[src/rtl/led_pattern_pkg.sv]
// Shared types and constants for the LED pattern sequencer (led_pattern_ctrl).
package led_pattern_pkg;

  localparam int unsigned CNT_W = 25;
  localparam int unsigned LED_W = 8;
  localparam int unsigned DB_W  = 18;

  typedef enum logic [1:0] {
    ModeShiftL = 2'b00,
    ModeShiftR = 2'b01,
    ModeBounce = 2'b10,
    ModeBlink  = 2'b11
  } mode_e;

  typedef enum logic {
    StRun   = 1'b0,
    StPause = 1'b1
  } run_state_e;

  typedef enum logic {
    DirLeft  = 1'b0,
    DirRight = 1'b1
  } dir_e;

  localparam logic [LED_W-1:0] SEED_SHIFT = 8'h01;
  localparam logic [LED_W-1:0] SEED_BLINK = 8'hFF;

  function automatic logic [LED_W-1:0] mode_seed(input mode_e mode);
    return (mode == ModeBlink) ? SEED_BLINK : SEED_SHIFT;
  endfunction

endpackage

[src/rtl/step_timer.sv]
// Step timebase: period counter with pause hold, one-cycle tick, and a period
// register that only reloads on a tick so the step in progress is never cut short.
module step_timer
  import led_pattern_pkg::*;
#(
  parameter int unsigned P_FAST = 6250000,
  parameter int unsigned P_MID  = 12500000,
  parameter int unsigned P_SLOW = 25000000
) (
  input  logic       clk_in,
  input  logic       rst_n_in,
  input  logic       run,
  input  logic [1:0] speed,
  output logic       tick
);

  logic [CNT_W-1:0] cnt_q, cnt_d;
  logic [CNT_W-1:0] period_q, period_d;
  logic [CNT_W-1:0] period_sel;

  always_comb begin
    case (speed)
      2'b00:   period_sel = CNT_W'(P_FAST);
      2'b11:   period_sel = CNT_W'(P_SLOW);
      default: period_sel = CNT_W'(P_MID);
    endcase
  end

  assign tick = run && (cnt_q == (period_q - 1'b1));

  always_comb begin
    cnt_d    = cnt_q;
    period_d = period_q;
    if (tick) begin
      cnt_d    = '0;
      period_d = period_sel;
    end else if (run) begin
      cnt_d = cnt_q + 1'b1;
    end
  end

  always_ff @(posedge clk_in or negedge rst_n_in) begin
    if (!rst_n_in) begin
      cnt_q    <= '0;
      period_q <= CNT_W'(P_MID);
    end else begin
      cnt_q    <= cnt_d;
      period_q <= period_d;
    end
  end

endmodule

[src/rtl/led_pattern_ctrl.sv]
// LED pattern sequencer: input sync, run/pause FSM and pattern FSM on a step tick.
// Define SW_DEBOUNCE_EN to add per-input stability counters after the synchronisers.
module led_pattern_ctrl
  import led_pattern_pkg::*;
#(
  parameter int unsigned P_FAST       = 6250000,
  parameter int unsigned P_MID        = 12500000,
  parameter int unsigned P_SLOW       = 25000000,
  parameter int unsigned DEBOUNCE_CYC = 240000
) (
  input  logic             clk_in,
  input  logic             rst_n_in,
  input  logic [3:0]       sw,
  input  logic             key_n,
  output logic [LED_W-1:0] led,
  output logic             tick_out,
  output logic             paused
);

  logic [3:0] sw_meta_q, sw_s_q;
  logic       key_meta_q, key_s_q;

  always_ff @(posedge clk_in or negedge rst_n_in) begin
    if (!rst_n_in) begin
      sw_meta_q  <= '1;
      sw_s_q     <= '1;
      key_meta_q <= 1'b1;
      key_s_q    <= 1'b1;
    end else begin
      sw_meta_q  <= sw;
      sw_s_q     <= sw_meta_q;
      key_meta_q <= key_n;
      key_s_q    <= key_meta_q;
    end
  end

  logic [3:0] sw_c;
  logic       key_c;

`ifdef SW_DEBOUNCE_EN
  localparam logic [DB_W-1:0] DB_LAST = DB_W'(DEBOUNCE_CYC - 1);

  logic [3:0]      sw_cand_q, sw_db_q;
  logic [DB_W-1:0] sw_stab_q;
  logic            key_cand_q, key_db_q;
  logic [DB_W-1:0] key_stab_q;

  // A new value restarts the count at 1 so it is accepted after DEBOUNCE_CYC stable cycles.
  always_ff @(posedge clk_in or negedge rst_n_in) begin
    if (!rst_n_in) begin
      sw_cand_q <= '1;
      sw_db_q   <= '1;
      sw_stab_q <= '0;
    end else if (sw_s_q != sw_cand_q) begin
      sw_cand_q <= sw_s_q;
      sw_stab_q <= DB_W'(1);
    end else if (sw_stab_q >= DB_LAST) begin
      sw_db_q <= sw_cand_q;
    end else begin
      sw_stab_q <= sw_stab_q + 1'b1;
    end
  end

  always_ff @(posedge clk_in or negedge rst_n_in) begin
    if (!rst_n_in) begin
      key_cand_q <= 1'b1;
      key_db_q   <= 1'b1;
      key_stab_q <= '0;
    end else if (key_s_q != key_cand_q) begin
      key_cand_q <= key_s_q;
      key_stab_q <= DB_W'(1);
    end else if (key_stab_q >= DB_LAST) begin
      key_db_q <= key_cand_q;
    end else begin
      key_stab_q <= key_stab_q + 1'b1;
    end
  end

  assign sw_c  = sw_db_q;
  assign key_c = key_db_q;
`else
  assign sw_c  = sw_s_q;
  assign key_c = key_s_q;
`endif

  logic key_prev_q;
  logic key_press;

  always_ff @(posedge clk_in or negedge rst_n_in) begin
    if (!rst_n_in) begin
      key_prev_q <= 1'b1;
    end else begin
      key_prev_q <= key_c;
    end
  end

  assign key_press = key_prev_q & ~key_c;

  run_state_e state_q, state_d;
  logic       run;
  logic       tick;

  always_comb begin
    state_d = state_q;
    if (key_press) begin
      state_d = (state_q == StRun) ? StPause : StRun;
    end
  end

  always_ff @(posedge clk_in or negedge rst_n_in) begin
    if (!rst_n_in) begin
      state_q <= StRun;
    end else begin
      state_q <= state_d;
    end
  end

  assign run = (state_q == StRun);

  step_timer #(
    .P_FAST (P_FAST),
    .P_MID  (P_MID),
    .P_SLOW (P_SLOW)
  ) u_step_timer (
    .clk_in   (clk_in),
    .rst_n_in (rst_n_in),
    .run      (run),
    .speed    (sw_c[1:0]),
    .tick     (tick)
  );

  mode_e            mode_q, mode_d, mode_sw;
  dir_e             dir_q, dir_d;
  logic [LED_W-1:0] led_q, led_d;

  assign mode_sw = mode_e'(sw_c[3:2]);

  always_comb begin
    led_d  = led_q;
    mode_d = mode_q;
    dir_d  = dir_q;
    if (tick) begin
      mode_d = mode_sw;
      if (mode_sw != mode_q) begin
        led_d = mode_seed(mode_sw);
        dir_d = DirLeft;
      end else begin
        case (mode_q)
          ModeShiftL: led_d = {led_q[LED_W-2:0], led_q[LED_W-1]};
          ModeShiftR: led_d = {led_q[0], led_q[LED_W-1:1]};
          ModeBounce: begin
            // Turn around as the end bit is entered so it is shown for a single tick.
            if (dir_q == DirLeft) begin
              if (led_q[LED_W-1]) begin
                led_d = led_q >> 1;
                dir_d = DirRight;
              end else begin
                led_d = led_q << 1;
                if (led_q[LED_W-2]) dir_d = DirRight;
              end
            end else begin
              if (led_q[0]) begin
                led_d = led_q << 1;
                dir_d = DirLeft;
              end else begin
                led_d = led_q >> 1;
                if (led_q[1]) dir_d = DirLeft;
              end
            end
          end
          ModeBlink: led_d = ~led_q;
        endcase
      end
    end
  end

  always_ff @(posedge clk_in or negedge rst_n_in) begin
    if (!rst_n_in) begin
      led_q  <= SEED_SHIFT;
      mode_q <= ModeShiftL;
      dir_q  <= DirLeft;
    end else begin
      led_q  <= led_d;
      mode_q <= mode_d;
      dir_q  <= dir_d;
    end
  end

  assign led      = led_q;
  assign tick_out = tick;
  assign paused   = (state_q == StPause);

endmodule

[config.mk]
export PLATFORM = sky130hd
export DESIGN_NAME = led_pattern_ctrl
export DESIGN_NICKNAME = d
export VERILOG_FILES = /design/src/rtl/led_pattern_pkg.sv /design/src/rtl/step_timer.sv /design/src/rtl/led_pattern_ctrl.sv
export SDC_FILE = /design/constraint.sdc
export NUM_CORES = 1
export LEC_CHECK = 0
export CORE_UTILIZATION = 59
export CTS_CLUSTER_SIZE = 14
export DETAILED_ROUTE_END_ITERATION = 10
export GPL_TIMING_DRIVEN = 0
export PLACE_DENSITY = 0.85
export SYNTH_ARGS = -nofsm -noshare
export SYNTH_HDL_FRONTEND = slang
export SYNTH_SLANG_ARGS = --single-unit
export TNS_END_PERCENT = 20
[constraint.sdc]
create_clock -name clk_in -period 3 [get_ports clk_in]
set_input_delay 0.6 -clock clk_in [delete_from_list [all_inputs] [get_ports clk_in]]
set_output_delay 0.6 -clock clk_in [all_outputs]
set_load 0.05 [all_outputs]
==> impl_results.md, run 1 <==
- Kind of end point of the critical path: output port
- Total CTS buffers: 5
- CTS tree: done
- Number of port buffers: 16
- Tmin final: 2.964 ns
- H-tree levels: 2
- FP Rows: 25
- Fin util: a little under three quarters
- Final setup viols: 0
- Req. time, crit path: roughly 2.4 ns
- Number of buffers and inverters on the critical path: 2
- Antenna violations before repair: 0
- Max_slew headroom: between 40 and 50%
- FILL cells: 351
- Slowest stage delay, CP: approximately 0.55 ns
- Worst path most repeated cell: ha_4
- Clk_skew: 0.008117 ns
- Synthesized netlist cell count: 309
- Max VDD drop: roughly 0.29 mV
- DIE HEIGHT: ~73 µm
- Final period util: around 99%
- Clock Tree Buf Depth: 2
- Avg WL per Cell: about 16 µm
- Worst Reg-to-Reg Cells: 9
- Largest net degree at the start of global routing: 32
- Worst min path class: primary input to asynchronous set/reset pin
- Number of global-route vias before repair: between 2000 and 2500
- Horiz. Die Dim: 73.37 µm
- Layout cell share with drive strength beyond 1: 13.95%
- Drt first pass iters: 6
- DRT Wirelength: 6273 µm
- Congestion Overflow GR: 0
- Critical Path Source Type: flip-flop
- Via density: roughly 5.9
- Area growth from synthesis to layout: 14.90%
- P per Cell Area: around 440 nW/µm²
- Setup CP Type: flip-flop to output port
- Ports: 17
- DR iter-0 viols: roughly 320
- Max Cap Viol: 0
- Synthesized area per cell: 9.726 µm²
- Cell Area, Synth: 3005 µm²
- Cells along the critical path: inv_2 -> ha_4 -> ha_4 -> xnor2_1 -> nor3_2 -> nand3_2 -> nor4_4 -> buf_6
- Status: finished clean
- Final net count: 350
- Critical path peak fanout: 3
- GRT Total Usage: about a quarter
- Reg2reg start: u_step_timer.period_q[23]
- CP arrival: 2.36 ns
- First-pass GRT wire length: 10130 µm
- Core area: between 4000 and 5000 µm²
- Synth cell types: 45
- LEAKAGE: roughly 1.4 nW
- Antenna-violating nets left: 0
- CTS sink count: 54
- Seq/Total Area, Yosys: ~46%
- Final Hold Fails: 0
- Hold buffer count at CTS: 0
- Root Buffer: clkbuf_8
- Clock transition at path regs: 0.09 ns
- CP max stage cell: dfstp_2
- Worst R2R End: led[7]
- Yosys warns: 0
- Fin. max-slew vios: 0
- Vias: roughly 2400
- Unrepaired setup endpoints after global routing: yes
- Starting Density: between 60 and 70%
- Top delay family on crit path: simple AND/OR/NAND/NOR gates
- # diodes: 0
- Drt drc: 0
- Max Clk Rate: ~340 MHz
- Placed cell count: 393
- Die Footprint: 5383 µm²
- Worst-Margin Slew: about 0.84 ns
- Gpl congestion: 0.8789
- Worst reg2reg setup slack: about 0.41 ns
- Fin cells: ~400
- Register bit total from synthesis: 54
- DP Wirelength: roughly 4200 µm
- Post-Syn Nets: 323
- Clk Latency, worst-skew pair: between 0.3 and 0.4 ns
==> stage by stage <==
step / setup slack (ns) / cell area [µm²] / hold slack (ns) / power (mW) / TNS, ns
CTS: 0.006720 / 3415 / 0.2810 / 1.536 / 0
floorplan: 0.1585 / 3020 / 0.3044 / 1.002 / 0
finish: 0.03594 / 3453 / 0.2678 / 1.521 / 0
global placement: -0.4659 / 3264 / 0.3453 / 1.062 / -9.024
detailed placement: -0.5028 / 3279 / 0.3468 / 1.083 / -0.5028
global route: -0.06364 / 3453 / 0.3007 / 1.598 / -0.06364
==> state kept, by name, indices dropped and copies added, names as in the netlist <==
signal	count
dir_q	1
mode_q	2
key_c	1
u_step_timer.period_q	6
sw_c	4
paused	1
key_meta_q	1
sw_meta_q	4
u_step_timer.cnt_q	25
led	8
key_prev_q	1
==> layout by cell type, fill, tap and decap left out, types with 4 or more instances in the layout <==
cell / instances
inv_1: 14
nand3_1: 11
clkdlybuf4s50_1: 14
xor2_1: 7
nor2_1: 32
ha_1: 5
xnor2_1: 28
buf_4: 5
nand2_1: 23
mux2_1: 11
dfstp_2: 15
o31ai_1: 4
mux2i_1: 5
a31oi_1: 6
nor3_1: 13
and3_1: 7
a21oi_1: 6
o2bb2ai_1: 6
and2_1: 6
clkbuf_1: 11
dfrtp_1: 38
o21ai_0: 12
clkbuf_8: 7
a221oi_1: 4
==> cell type report <==
class                           count  area, µm²  area share (%)
Buffer                             16      83.83           2.428
Tap cell                           67      83.83           2.428
Clock buffer                        7      96.34           2.790
Inverter                           15      56.30           1.630
Multi-Input combinational cell    224       1554           45.00
Timing Repair Buffer               20      198.9           5.761
Sequential cell                    54       1371           39.71
Clock inverter                      1      8.758          0.2536
==> worst max-delay path by stage <==
stage                         startpoint        to  slack (ns)  cells after the start
4_1_cts         u_step_timer.period_q[9]  tick_out       0.007                      8
5_1_grt        u_step_timer.period_q[23]  tick_out       -0.06                      8
3_5_place_dp   u_step_timer.period_q[23]  tick_out       -0.50                      8
3_3_place_gp   u_step_timer.period_q[23]  tick_out       -0.47                      8
6_report       u_step_timer.period_q[23]  tick_out        0.04                      8
2_1_floorplan  u_step_timer.period_q[23]  tick_out        0.16                      7
==> Yosys cell counts <==
| library cell | count | area (µm²) |
|---|---|---|
| a211oi_1 | 1 | 7.510 |
| a21boi_0 | 1 | 7.510 |
| a21oi_1 | 6 | 30.03 |
| a221oi_1 | 4 | 35.03 |
| a22o_1 | 2 | 17.52 |
| a22oi_1 | 1 | 7.510 |
| a31oi_1 | 6 | 37.54 |
| and2_1 | 6 | 37.54 |
| and3_1 | 7 | 43.79 |
| and4b_1 | 2 | 20.02 |
| buf_4 | 2 | 15.01 |
| buf_6 | 2 | 22.52 |
| clkbuf_1 | 11 | 41.29 |
| clkbuf_2 | 1 | 5.000 |
| dfrtp_1 | 39 | 975.9 |
| dfstp_2 | 15 | 394.1 |
| ha_1 | 7 | 87.58 |
| inv_1 | 15 | 56.30 |
| mux2_1 | 11 | 123.9 |
| mux2_2 | 1 | 11.26 |
| mux2i_1 | 5 | 50.05 |
| nand2_1 | 24 | 90.09 |
| nand2b_1 | 3 | 18.77 |
| nand3_1 | 12 | 60.06 |
| nand3b_1 | 1 | 7.510 |
| nand4_1 | 3 | 18.77 |
| nor2_1 | 32 | 120.1 |
| nor3_1 | 14 | 70.07 |
| nor3b_1 | 1 | 7.510 |
| nor4_1 | 4 | 25.02 |
| nor4_2 | 1 | 12.51 |
| nor4_4 | 1 | 21.27 |
| o211ai_1 | 2 | 15.01 |
| o21ai_0 | 12 | 60.06 |
| o21ai_1 | 1 | 5.000 |
| o21bai_1 | 1 | 7.510 |
| o22a_1 | 1 | 8.760 |
| o2bb2ai_1 | 6 | 52.55 |
| o31a_1 | 1 | 8.760 |
| o31ai_1 | 4 | 30.03 |
| or2_2 | 1 | 6.260 |
| or3_1 | 3 | 18.77 |
| or4_1 | 1 | 7.510 |
| xnor2_1 | 28 | 245.2 |
| xor2_1 | 7 | 61.31 |
==> power by group <==
part	leakage [nW]	internal [mW]	total, mW	switching [mW]
clock	0.0544	0.212	0.448	0.236
combinational	0.664	0.103	0.227	0.124
sequential	0.688	0.790	0.846	0.0568
total	1.41	1.10	1.52	0.416
==> what timing repair did <==
item | 4_1_cts | 5_1_grt
pin swaps | 3 | 5
gates resized for setup | 10 | 6
setup buffers | 2 | 1
endpoints found under the setup margin | 1 | 1
==> layer usage <==
layer  vias to the layer above  global-route usage (%)  wire length, µm
met5                         -                       0                0
met3                        14                   5.624              353
met4                         0                   8.120              138
li1                       1126                       -                -
met2                        84                   39.40             3089
met1                      1167                   33.45             2693
==> kinds of logic after synthesis <==
kind of cell    count (synthesis)  share of synthesized area (%)
simple gates                  116                          19.48
flops                          54                          45.59
compound gates                 49                          10.99
xor+xnor                       35                          10.20
buf+inv                        31                          4.662
mux                            17                          6.162
fa+ha+maj                       7                          2.914
(Power assumes the default switching activity.)
==> inputs of run 2 (changes only) <==
==> constraint.sdc (replaced) <==
create_clock -name clk_in -period 3 [get_ports clk_in]
set_input_delay 0.75 -clock clk_in [delete_from_list [all_inputs] [get_ports clk_in]]
set_output_delay 0.75 -clock clk_in [all_outputs]
set_load 0.05 [all_outputs]
==> run 2 against run 1 <==
  * The flow now finishes with violations (setup timing)
  * Via count rose by 0.29%
  * Clock skew fell by 0.00058 ns
  * Setup slack got worse by 0.093 ns
  * Critical path type unchanged
  * Core utilization rose by 0.96 points
  * Combinational power rose by 2%
  * Worst hold slack improved by 0.087 ns
  * Sequential cell count did not move
  * Power rose by 0.47%
  * Critical endpoint unchanged
  * Cell area rose by 1.3%
  * First-iteration DRC count rose by 0.31%
  * Fmax fell by 3.1%
==> impl_results.md, run 2 (synthesis results as in run 1) <==
- Die Footprint: 5383 µm² (unchanged)
- Ports: 17 (unchanged)
- Total CTS buffers: 5 (unchanged)
- CTS sink count: 54 (unchanged)
- Layout cell share with drive strength beyond 1: 15.29% (+1.3 points)
- FP Rows: 25 (unchanged)
- Max VDD drop: 0.2955 mV (+0.92%)
- Final Cell Area: 3500 µm² (+1.3%)
- Drt first pass iters: 5 (-1)
- First-pass GRT wire length: 10380 µm (+2.5%)
- Hold buffer count at CTS: 0 (unchanged)
- LEAKAGE: 1.426 nW (+1.4%)
- Core area: 4817 µm² (unchanged)
- Setup CP Type: flip-flop to output port
- Avg WL per Cell: 15.60 µm (+0.48%)
- Failing checks: setup timing
- Final net count: 353 (+0.86%)
- Placed Area: 3279 µm² (unchanged)
- Root Buffer: clkbuf_8
- Worst min path class: flip-flop to flip-flop
- Fin cells: 407 (+0.74%)
- Comb pwr share: 15.2% (+0.3 points)
- Horiz. Die Dim: 73.37 µm (unchanged)
- Area growth from synthesis to layout: 16.44%
- Unrepaired setup endpoints after global routing: yes
- Max FFs per register: 25 (unchanged)
- Vias: 2398 (+0.29%)
- Register Area: 1371 µm² (unchanged)
- P per Cell Area: 436.5 nW/µm² (-0.86%)
- DP Wirelength: 4206 µm (unchanged)
- Gpl congestion: 0.8789 (unchanged)
- Critical Path Source Type: flip-flop
- Max Cap Viol: 0 (unchanged)
- Via density: 5.892 (-0.45%)
- Number of port buffers: 16 (unchanged)
- Critical path peak fanout: 2 (-1)
- Setup ws final: -0.05747 ns (-0.09342 ns)
- Commonest non-fill, non-tap cell in the layout: dfrtp_1
- Fin. max-slew vios: 0 (unchanged)
- DRT Wirelength: 6350 µm (+1.2%)
- CTS tree: done
- Most frequent cells in the layout: 38 x dfrtp_1, 32 x nor2_1, 27 x xnor2_1
- Kind of end point of the critical path: output port
- Setup WS pre-CTS: -0.6528 ns (-0.1500 ns)
- Flop pwr share: 55.4% (-0.3 points)
- Internal power: 1.107 mW (+0.23%)
- Final setup viols: 1 (+1)
- FILL cells: 332 (-5.4%)
- Largest net degree at the start of global routing: 32 (unchanged)
- Antenna violations before repair: 0 (unchanged)
- Clock network power share: 29.4% (about the same)
- Max Clk Rate: 327.1 MHz (-3.1%)
- Max_slew headroom: 37.71% (-6.0 points)
- Placed cell count: 393 (unchanged)
- Sum Neg Setup Slack: -0.05747 ns (-0.05747 ns)
- Clock transition at path regs: 0.09 ns (about the same)
- Status: finished, violations left
- Req. time, crit path: 2.25 ns (-0.15 ns)
- Sw Pwr: 0.4209 mW (+1.1%)
- # diodes: 0 (unchanged)
- Multi-input logic area: 1578 µm² (+1.5%)
- Starting Density: 62.39% (unchanged)
- Final period util: 101.9% (+3.1 points)
- Worst-Margin Slew: 0.9265 ns (+0.08954 ns)
- Number of global-route vias before repair: 2207 (+2.5%)
- DIE HEIGHT: 73.37 µm (unchanged)
- Clk Latency, worst-skew pair: 0.31 ns (about the same)
- H-tree levels: 2 (unchanged)
- Clk_skew: 0.007539 ns (-0.0005779 ns)
- DR iter-0 viols: 323 (+0.31%)
- Switch share: 27.55% (+0.17 points)
- GRT Total Usage: 25.27% (+0.58 points)
- Fin util: 72.65% (+0.96 points)
- CP arrival: 2.31 ns (-0.05 ns)
- Clock Tree Buf Depth: 2 (unchanged)
- Tmin final: 3.057 ns (+0.09342 ns)
- Drt drc: 0 (unchanged)
- Final Hold Fails: 0 (unchanged)
- Reg with most FFs: u_step_timer.cnt_q
- Antenna-violating nets left: 0 (unchanged)
- Congestion Overflow GR: 0 (unchanged)
[run 2: changes by cell type in the layout (fill, tap and decap cells not counted), sizes merged]
| cell | before | now |
|---|---|---|
| buf | 10 | 13 |
[run 2: cell type report]
cell class / instances / area share (%)
Buffer: 16 / 2.395
Clock buffer: 7 / 2.753
Clock inverter: 1 / 0.2503
Inverter: 15 / 1.609
Multi-Input combinational cell: 224 / 45.08
Sequential cell: 54 / 39.18
Tap cell: 67 / 2.395
Timing Repair Buffer: 23 / 6.328
[run 2: through the flow]
step	power (mW)	hold slack, ns
5_1_grt	1.605	0.3645
2_1_floorplan	1.002	0.3452
6_report	1.528	0.3551
3_3_place_gp	1.062	0.3453
3_5_place_dp	1.083	0.3468
4_1_cts	1.540	0.3605
[run 2: power groups by stage]
stage          registers (mW)  clock network [mW]  logic, mW
6_report                0.847               0.449      0.232
4_1_cts                 0.846               0.463      0.230
3_3_place_gp            0.855                   0      0.207
5_1_grt                 0.856               0.493      0.257
3_5_place_dp            0.860                   0      0.223
2_1_floorplan           0.868                   0      0.134
[run 2: worst max-delay path: stages, from the launching register on]
cell and delay [ns]:
dfstp_2 0.55, inv_2 0.05, ha_4 0.16, ha_4 0.21, xnor2_1 0.13, nor3_2 0.20
nand3_2 0.16, nor4_4 0.34, buf_6 0.20
[run 2: path summary, 6_finish.rpt]
path / endpoint / slack [ns] / cells past startpoint / from
setup / recovery: tick_out / -0.06 / 8 / u_step_timer.period_q[23]
hold / removal: sw_c[3] / 0.36 / 0 / sw_meta_q[3]
setup reg to reg: led[7] / 0.30 / 10 / u_step_timer.period_q[23]
hold reg to reg: sw_c[3] / 0.36 / 0 / sw_meta_q[3]
max in group asynchronous: sw_c[0] / 1.95 / 2 / rst_n_in
min in group asynchronous: led[1] / 0.42 / 1 / rst_n_in
[run 2: layer usage]
layer	wire (µm)	share of wire [%]	vias up	track usage [%]
li1	-	-	1132	-
met1	2719	43	1150	34.67
met2	3095	49	102	39.92
met3	397	6.3	14	5.075
met4	136	2.1	0	9.188
met5	0	0	-	0
[run 2: what timing repair did]
action                     4_1_cts  5_1_grt
setup buffers                    3        3
pin swaps                        4        4
gates resized for setup         16        3
setup endpoints to repair        1        1
